===== src/rtl/pcpi_pkg.sv =====
// Shared types and constants for the PCPI initiator and its bench.
package pcpi_pkg;

  // Initiator transaction phases.
  typedef enum logic [1:0] {
    IDLE  = 2'd0,
    ISSUE = 2'd1,
    RESP  = 2'd2
  } pcpi_state_e;

  // RV32 M-extension encoding fields (R-type OP with funct7 = 1).
  localparam logic [6:0] OPCODE_OP     = 7'b0110011;
  localparam logic [6:0] FUNCT7_MULDIV = 7'b0000001;

  localparam logic [2:0] F3_MUL    = 3'd0;
  localparam logic [2:0] F3_MULH   = 3'd1;
  localparam logic [2:0] F3_MULHSU = 3'd2;
  localparam logic [2:0] F3_MULHU  = 3'd3;

  // Cycles a request may sit unclaimed (no wait, no ready) before trapping.
  localparam int TIMEOUT_DEFAULT = 16;
  localparam int CNT_W_DEFAULT   = 8;

endpackage


===== src/rtl/pcpi_timeout_counter.sv =====
// Down-counter watching for an unclaimed PCPI request.
// load reloads to TIMEOUT (priority over dec); dec counts down and sticks at 0.
// zero flags that the unclaimed budget is used up.
module pcpi_timeout_counter #(
  parameter int TIMEOUT = 16,
  parameter int CNT_W   = 8
) (
  input  logic clk,
  input  logic resetn,
  input  logic load,
  input  logic dec,
  output logic zero
);

  localparam logic [CNT_W-1:0] RELOAD = CNT_W'(TIMEOUT);

  logic [CNT_W-1:0] cnt_q;

  // Counter register: reload on request start or responder wait, else count down.
  always_ff @(posedge clk or negedge resetn) begin
    if (!resetn) begin
      cnt_q <= RELOAD;
    end else if (load) begin
      cnt_q <= RELOAD;
    end else if (dec && (cnt_q != '0)) begin
      cnt_q <= cnt_q - CNT_W'(1);
    end
  end

  assign zero = (cnt_q == '0);

endmodule


===== src/rtl/pcpi_initiator.sv =====
// CPU-side PCPI master: takes one instruction from the core, offers it on
// PCPI, waits for a responder (or traps when nobody claims it) and hands the
// result back to the core.
//
// Handshakes: a transfer happens on a rising clk edge where valid && ready.
// req_ready is high only in IDLE; rsp_valid is high only in RESP, and the
// response fields stay stable while rsp_valid is high until rsp_ready.
// pcpi_ready/pcpi_wait are only looked at while pcpi_valid is high.
module pcpi_initiator
  import pcpi_pkg::*;
#(
  parameter int TIMEOUT = TIMEOUT_DEFAULT,
  parameter int CNT_W   = CNT_W_DEFAULT
) (
  input  logic        clk,
  input  logic        resetn,
  // core request channel
  input  logic        req_valid,
  output logic        req_ready,
  input  logic [31:0] req_insn,
  input  logic [31:0] req_rs1,
  input  logic [31:0] req_rs2,
  // core response channel
  output logic        rsp_valid,
  input  logic        rsp_ready,
  output logic        rsp_wr,
  output logic [31:0] rsp_rd,
  output logic        rsp_trap,
  // PCPI bus
  output logic        pcpi_valid,
  output logic [31:0] pcpi_insn,
  output logic [31:0] pcpi_rs1,
  output logic [31:0] pcpi_rs2,
  input  logic        pcpi_wr,
  input  logic [31:0] pcpi_rd,
  input  logic        pcpi_wait,
  input  logic        pcpi_ready,
  // debug view of the phase
  output logic [1:0]  dbg_state
);

  pcpi_state_e state_q, state_d;

  logic accept;     // request handshake this cycle
  logic take_rsp;   // responder delivers a result this cycle
  logic take_trap;  // unclaimed budget exhausted this cycle
  logic cnt_load;
  logic cnt_dec;
  logic cnt_zero;

  pcpi_timeout_counter #(
    .TIMEOUT (TIMEOUT),
    .CNT_W   (CNT_W)
  ) u_timeout (
    .clk    (clk),
    .resetn (resetn),
    .load   (cnt_load),
    .dec    (cnt_dec),
    .zero   (cnt_zero)
  );

  // Event decode and counter control; pcpi_ready outranks pcpi_wait.
  always_comb begin
    accept    = 1'b0;
    take_rsp  = 1'b0;
    take_trap = 1'b0;
    cnt_load  = 1'b0;
    cnt_dec   = 1'b0;
    if (state_q == IDLE) begin
      accept   = req_valid;
      cnt_load = req_valid;
    end else if (state_q == ISSUE) begin
      if (pcpi_ready) begin
        take_rsp = 1'b1;
      end else if (pcpi_wait) begin
        cnt_load = 1'b1;
      end else if (cnt_zero) begin
        take_trap = 1'b1;
      end else begin
        cnt_dec = 1'b1;
      end
    end
  end

  // Next-phase selection.
  always_comb begin
    state_d = state_q;
    unique case (state_q)
      IDLE:    if (accept) state_d = ISSUE;
      ISSUE:   if (take_rsp || take_trap) state_d = RESP;
      RESP:    if (rsp_ready) state_d = IDLE;
      default: state_d = IDLE;
    endcase
  end

  // Phase register.
  always_ff @(posedge clk or negedge resetn) begin
    if (!resetn) begin
      state_q <= IDLE;
    end else begin
      state_q <= state_d;
    end
  end

  // Request capture: operands are frozen for the whole ISSUE phase.
  always_ff @(posedge clk or negedge resetn) begin
    if (!resetn) begin
      pcpi_insn <= '0;
      pcpi_rs1  <= '0;
      pcpi_rs2  <= '0;
    end else if (accept) begin
      pcpi_insn <= req_insn;
      pcpi_rs1  <= req_rs1;
      pcpi_rs2  <= req_rs2;
    end
  end

  // Response capture: responder result or an illegal-instruction trap.
  always_ff @(posedge clk or negedge resetn) begin
    if (!resetn) begin
      rsp_rd   <= '0;
      rsp_wr   <= 1'b0;
      rsp_trap <= 1'b0;
    end else if (take_rsp) begin
      rsp_rd   <= pcpi_rd;
      rsp_wr   <= pcpi_wr;
      rsp_trap <= 1'b0;
    end else if (take_trap) begin
      rsp_rd   <= '0;
      rsp_wr   <= 1'b0;
      rsp_trap <= 1'b1;
    end
  end

  assign req_ready  = (state_q == IDLE);
  assign pcpi_valid = (state_q == ISSUE);
  assign rsp_valid  = (state_q == RESP);
  assign dbg_state  = state_q;

endmodule


===== config.mk =====
export PLATFORM = sky130hd
export DESIGN_NAME = pcpi_initiator
export DESIGN_NICKNAME = d
export VERILOG_FILES = /design/src/rtl/pcpi_pkg.sv /design/src/rtl/pcpi_timeout_counter.sv /design/src/rtl/pcpi_initiator.sv
export SDC_FILE = /design/constraint.sdc
export NUM_CORES = 1
export LEC_CHECK = 0
export CAP_MARGIN = 40
export CORE_ASPECT_RATIO = 1.5
export CORE_MARGIN = 4
export CORE_UTILIZATION = 43
export DETAILED_ROUTE_END_ITERATION = 16
export GPL_TIMING_DRIVEN = 0
export HOLD_SLACK_MARGIN = 0.12
export PLACE_DENSITY_LB_ADDON = 0.12
export SLEW_MARGIN = 20
export SYNTH_ARGS = -nofsm -noshare
export SYNTH_HDL_FRONTEND = slang
export SYNTH_SLANG_ARGS = --single-unit
export TNS_END_PERCENT = 5

===== constraint.sdc =====
create_clock -name clk -period 4.2 [get_ports clk]
set_input_delay 0.42 -clock clk [delete_from_list [all_inputs] [get_ports clk]]
set_output_delay 0.42 -clock clk [all_outputs]
set_load 0.005 [all_outputs]

==> reports/metrics.json, run 1 <==
{
  "global_route": {
    "antenna_found_initial": 0,
    "groute.usage.overall_pct": 21.3,
    "grt.overflow.total": 0,
    "grt_max_degree": 80,
    "global_route_wire_length_before_repair_mm": 23.1,
    "first_global_vias": 4400
  },
  "clocking": {
    "post_cts.repair.setup_buffers": 0,
    "cts-root-to-sink-buffers": 2,
    "clock_tree.root_cell": "clkbuf_16",
    "tritoncts": "done",
    "insertion_delay_ns": 0.40,
    "tritoncts.num_buffers": 17,
    "hold_buffers": 1,
    "clk_pin_slew_worst_paths_ns": 0.05,
    "ctsResizeCount": 0,
    "cts_max_level": 4,
    "clock_sinks": 140
  },
  "drt": {
    "drt-wirelength-per-cell_um": 19.0,
    "finalWirelength_mm": 15.0,
    "vias_cell": 4.96,
    "detailedRoute.firstPassIterationCount": 4,
    "vias": 3931,
    "detail_route.drc_violations": 0,
    "ant_nets": 0,
    "drt-initial-drc-count": 97
  },
  "yosys": {
    "ys.warnings.count": 0,
    "postSynth.asyncResetShare_pct": 100,
    "synth_fp_nets": 475,
    "netlist.area_leader.share_pct": 65.8,
    "synthMostInstantiatedCell": "dfrtp_1",
    "post_synth.cell_area_avg_um2": 15.6,
    "seq_area_frac_synth_pct": 66.3,
    "synth_enable_flop_cells": 0,
    "postSynthRegisterBits": 140,
    "syn-instance-count": 338,
    "synth_top_area_cell": "dfrtp_1",
    "synthTopCellsByArea": "dfrtp_1, mux2_2, a22o_1, buf_2, or4_1",
    "prevailing_post_synth_register_cell": "dfrtp_1",
    "synth.cells.most_frequent": "dfrtp_1, mux2_2, a22o_1",
    "synth.lib_cells_used.distinct": 31,
    "netlist_area_um2": 5280
  },
  "timing": {
    "rsz0062_at_grt": "no",
    "clock.fmax_mhz": 467,
    "setup_slack_ns": 2.06,
    "worstMarginPinSlew_ns": 0.588,
    "final_hold_viol_count": 0,
    "setup-violations-final": 0,
    "timing.final.crit_period_ns": 2.14,
    "final.hold.worst_slack_ns": 0.496,
    "period_share_pct": 51.0,
    "count_of_pins_over_their_slew_limit": 0,
    "slew_headroom_pct": 60.8,
    "skew_ns": 0.00765
  },
  "floorplan": {
    "floorplan.rows": 49,
    "die_h_um": 144,
    "design.core.area_um2": 12000,
    "floorplan.initialDensity_pct": 44.0,
    "die_width_um": 98.5,
    "boundaryPins": 270,
    "total_die_area_um2": 14200
  },
  "critical_path": {
    "critical_path.n_buffers_inverters": 3,
    "cp_slowest_stage_delay_ns": 0.45,
    "crit_path_max_fanout": 10,
    "crit_family": "buffers and inverters",
    "critPathKind": "flip-flop to flip-flop",
    "slowest_stage": "dfrtp_1",
    "critPathLaunchType": "flip-flop",
    "end_kind": "flip-flop",
    "cp_data_arrival_time_ns": 2.42,
    "cp.required_ns": 4.48,
    "worstPathCellList": "nor2_1 > and2_1 > clkbuf_1 > buf_2 > buf_2 > mux2_2",
    "cp_common_cell": "buf_2"
  },
  "place": {
    "dp.final_hpwl_mm": 11.6,
    "globalplace.congestion": 0.832,
    "dp_worst_setup_slack_ns": 1.77,
    "placedInstanceArea_um2": 8200,
    "dp_cells": 761,
    "buffer_ports.inserted": 269
  },
  "min_path": {
    "worstHoldPathType": "flip-flop to flip-flop"
  },
  "power": {
    "static-leakage-power_nw": 3.72,
    "max-vdd-ir-drop_mv": 0.391,
    "power-per-cell-area_nw_per_um2": 746
  },
  "final_layout": {
    "postLayoutCellArea_um2": 8770,
    "flow.area_growth_from_synthesis_pct": 66.0,
    "layout.cells.non_filler": 792,
    "num_antenna_cells": 0,
    "layout-drive-gt1-share_pct": 23.0,
    "design.final.nets": 765
  },
  "run_status": {
    "outcome": "complete, no violations"
  },
  "flow_run": {
    "cap_viol_max_count": 0
  }
}
==> area by class of cell <==
type / instances / area [um^2]
buffer: 19 / 88.8
tap: 153 / 191
multi-input combinational: 176 / 1680
clock inverter: 6 / 61.3
inverter: 3 / 11.3
clock buffer: 24 / 502
fill: 852 / 3240
sequential: 140 / 3500
timing repair buffer: 271 / 2740
==> path summary, 6_finish.rpt <==
check | cells after the start | endpoint | from | slack (ns)
hold / removal | 1 | u_timeout.cnt_q[0]$_DFFE_PN0P_ | u_timeout.cnt_q[0]$_DFFE_PN0P_ | 0.50
min in group asynchronous | 2 | rsp_rd[29]$_DFFE_PN0P_ | resetn | 0.58
hold reg to reg | 1 | u_timeout.cnt_q[0]$_DFFE_PN0P_ | u_timeout.cnt_q[0]$_DFFE_PN0P_ | 0.50
setup / recovery | 6 | pcpi_rs2[17]$_DFFE_PN0P_ | dbg_state[1]$_DFFE_PN0P_ | 2.06
max in group asynchronous | 3 | u_timeout.cnt_q[4]$_DFFE_PN1P_ | resetn | 2.89
setup reg to reg | 6 | pcpi_rs2[17]$_DFFE_PN0P_ | dbg_state[1]$_DFFE_PN0P_ | 2.06
==> routing by layer <==
metal  vias to the layer above  share of wire (%)  GRT usage [%]
met1                      1929                 35           22.4
met3                        34                5.7           6.02
met2                       167                 56           39.3
met4                         0                3.4           9.35
met5                         -                  0              0
li1                       1801                  -              -
==> flip-flops by register name, summed over array words and instances, names as in the netlist <==
name / count
rsp_wr: 1
pcpi_insn: 32
rsp_trap: 1
u_timeout.cnt_q: 8
rsp_rd: 32
pcpi_rs1: 32
pcpi_rs2: 32
dbg_state: 2
==> cell usage in the layout, fill, tap and decap left out, types with 3 or more instances in the layout <==
cell type / instances
buf_2: 14
o21ai_0: 4
clkbuf_8: 5
clkbuf_1: 7
mux2_2: 96
nor2_1: 4
inv_1: 3
or4_1: 4
clkbuf_16: 17
clkdlybuf4s50_1: 268
a21oi_1: 5
dfrtp_1: 139
nand2_1: 5
or3_2: 3
a22o_1: 33
clkinv_2: 3
==> metrics by stage <==
stage,power [mW],setup TNS [ns],utilization [%]
2_1_floorplan,3.41,0,-
3_3_place_gp,5.09,-368.13,68.0
3_5_place_dp,5.20,0,68.2
4_1_cts,6.64,0,73.0
5_1_grt,6.93,0,73.0
6_report,6.54,0,73.0
==> worst register-to-register path, stage by stage, from the launching register on <==
cell	delay (ns)
dfrtp_1	0.45
nor2_1	0.16
and2_1	0.14
clkbuf_1	0.32
buf_2	0.30
buf_2	0.28
mux2_2	0.38
==> report_power, final <==
group	switching [mW]	leakage, nW	internal (mW)	total (mW)
combinational	0.906	1.76	1.86	2.77
sequential	0.363	1.68	2.02	2.38
clock	0.515	0.278	0.884	1.40
==> logic make-up after synthesis <==
kind of cell    synth area share (%)
mux                             20.6
simple gates                    3.41
buf+inv                         1.89
compound gates                  7.25
fa+ha+maj                      0.474
flops                           66.3
No activity file was read; power rests on OpenSTA's default activity.
==> inputs of run 2 (changes only) <==
--- a/config.mk
+++ b/config.mk
@@ -8,7 +8,7 @@
 export CAP_MARGIN = 40
 export CORE_ASPECT_RATIO = 1.5
 export CORE_MARGIN = 4
-export CORE_UTILIZATION = 43
+export CORE_UTILIZATION = 40
 export DETAILED_ROUTE_END_ITERATION = 16
 export GPL_TIMING_DRIVEN = 0
 export HOLD_SLACK_MARGIN = 0.12
==> constraint.sdc (replaced) <==
create_clock -name clk -period 2.1 [get_ports clk]
set_input_delay 0.21 -clock clk [delete_from_list [all_inputs] [get_ports clk]]
set_output_delay 0.21 -clock clk [all_outputs]
set_load 0.005 [all_outputs]
==> reports/metrics.json, run 2 (synthesized netlist as in run 1, its figures left out) <==
{
  "critical_path": {
    "cp.required_ns": 2.39,
    "cp_data_arrival_time_ns": 2.23,
    "crit_path_max_fanout": 10,
    "critPathLaunchType": "flip-flop",
    "r2r_setup_slack_ns": 0.15,
    "critPathKind": "flip-flop to flip-flop",
    "end_kind": "flip-flop"
  },
  "drt": {
    "drt-initial-drc-count": 86,
    "finalWirelength_mm": 15.2,
    "vias": 3963,
    "detailedRoute.firstPassIterationCount": 4,
    "ant_nets": 0,
    "detail_route.drc_violations": 0,
    "drt-wirelength-per-cell_um": 19.0,
    "vias_cell": 4.97
  },
  "floorplan": {
    "boundaryPins": 270,
    "design.core.area_um2": 13000,
    "total_die_area_um2": 15200,
    "floorplan.initialDensity_pct": 40.8,
    "floorplan.rows": 51,
    "die_width_um": 102,
    "die_h_um": 149
  },
  "clocking": {
    "tritoncts.num_buffers": 17,
    "post_cts.repair.setup_buffers": 0,
    "clock_sinks": 140,
    "clk_pin_slew_worst_paths_ns": 0.06,
    "cts_max_level": 4,
    "insertion_delay_ns": 0.41,
    "tritoncts": "done",
    "cts-root-to-sink-buffers": 2,
    "clock_tree.root_cell": "clkbuf_16"
  },
  "global_route": {
    "grt_max_degree": 78,
    "groute.usage.overall_pct": 20.0,
    "antenna_found_initial": 0,
    "first_global_vias": 4367,
    "global_route_wire_length_before_repair_mm": 22.9,
    "grt.overflow.total": 0
  },
  "timing": {
    "clock.fmax_mhz": 514,
    "skew_ns": 0.00768,
    "final.hold.worst_slack_ns": 0.341,
    "rsz0062_at_grt": "no",
    "final_hold_viol_count": 0,
    "period_share_pct": 92.7,
    "slew_headroom_pct": 66.8,
    "setup-violations-final": 0,
    "timing.final.crit_period_ns": 1.95,
    "worstMarginPinSlew_ns": 0.498,
    "count_of_pins_over_their_slew_limit": 0
  },
  "place": {
    "globalplace.congestion": 0.793,
    "dp_cells": 767,
    "dp.final_hpwl_mm": 11.6,
    "buffer_ports.inserted": 269
  },
  "run_status": {
    "outcome": "complete, no violations"
  },
  "final_layout": {
    "postLayoutCoreUtil_pct": 68.7,
    "num_antenna_cells": 0,
    "design.final.nets": 764,
    "layout.cells.non_filler": 798,
    "layout.cells.most_common": "clkdlybuf4s50_1",
    "mostFrequentLayoutCells": "clkdlybuf4s50_1, dfrtp_1, mux2_2, a22o_1, clkbuf_16",
    "layout-drive-gt1-share_pct": 23.9,
    "flow.area_growth_from_synthesis_pct": 68.5
  },
  "power": {
    "static-leakage-power_nw": 3.77,
    "total_power_mw": 13.7,
    "power-per-cell-area_nw_per_um2": 1540,
    "max-vdd-ir-drop_mv": 0.739
  },
  "flow_run": {
    "cap_viol_max_count": 0
  },
  "min_path": {
    "worstHoldPathType": "primary input to asynchronous set/reset pin"
  }
}
run 2: through the flow:
step / TNS, ns / instance area (um^2) / worst slack (ns)
floorplan: 0 / 5280 / 0.252
global placement: -649.27 / 8180 / -4.63
global route: 0 / 8900 / 0.0162
detailed placement: -5.16 / 8210 / -0.142
CTS: -0.0122 / 8880 / -0.00651
finish: 0 / 8900 / 0.153
run 2: layout make-up:
| cell class | instances | area, um^2 |
|---|---|---|
| fillers | 972 | 4050 |
| flip-flops and latches | 140 | 3500 |
| repair buffers | 271 | 2740 |
| multi-input cells | 176 | 1700 |
| clock buffers | 20 | 447 |
| clock inverters | 11 | 215 |
| well taps | 159 | 199 |
| plain buffers | 18 | 88.8 |
| inverters | 3 | 11.3 |
run 2: critical path, stage by stage (launching register included):
cell and delay, ns:
dfrtp_1 0.39, inv_1 0.13, ha_1 0.15, or3b_4 0.42, nor3_4 0.18, o21ai_2 0.14
buf_2 0.22, a22o_1 0.20
run 2: final timing paths:
check | startpoint | end | cells past startpoint
hold / removal | resetn | pcpi_rs2[9]$_DFFE_PN0P_ | 2
setup reg to reg | u_timeout.cnt_q[0]$_DFFE_PN0P_ | rsp_rd[15]$_DFFE_PN0P_ | 7
max in group asynchronous | resetn | rsp_rd[28]$_DFFE_PN0P_ | 3
setup / recovery | u_timeout.cnt_q[0]$_DFFE_PN0P_ | rsp_rd[15]$_DFFE_PN0P_ | 7
min in group clk | pcpi_rd[23] | rsp_rd[23]$_DFFE_PN0P_ | 2
hold reg to reg | rsp_trap$_DFFE_PN0P_ | rsp_trap$_DFFE_PN0P_ | 2
run 2: power breakdown:
part	internal, mW	switching (mW)
registers	4.03	0.717
logic	3.74	1.85
clock network	2.25	1.10
total	10.0	3.66
run 2: what timing repair did:
item                                    in CTS  in global routing
gates cloned                                 0                  0
hold endpoints to repair                    63                  0
gates resized for setup                      0                 10
endpoints found under the setup margin      44                 72
hold buffers                                 1                  0
run 2: routing by layer:
metal | GRT usage (%) | routed length, um
met1 | 20.2 | 5240
met2 | 37.0 | 8350
met3 | 5.71 | 986
met4 | 9.39 | 612
met5 | 0 | 0
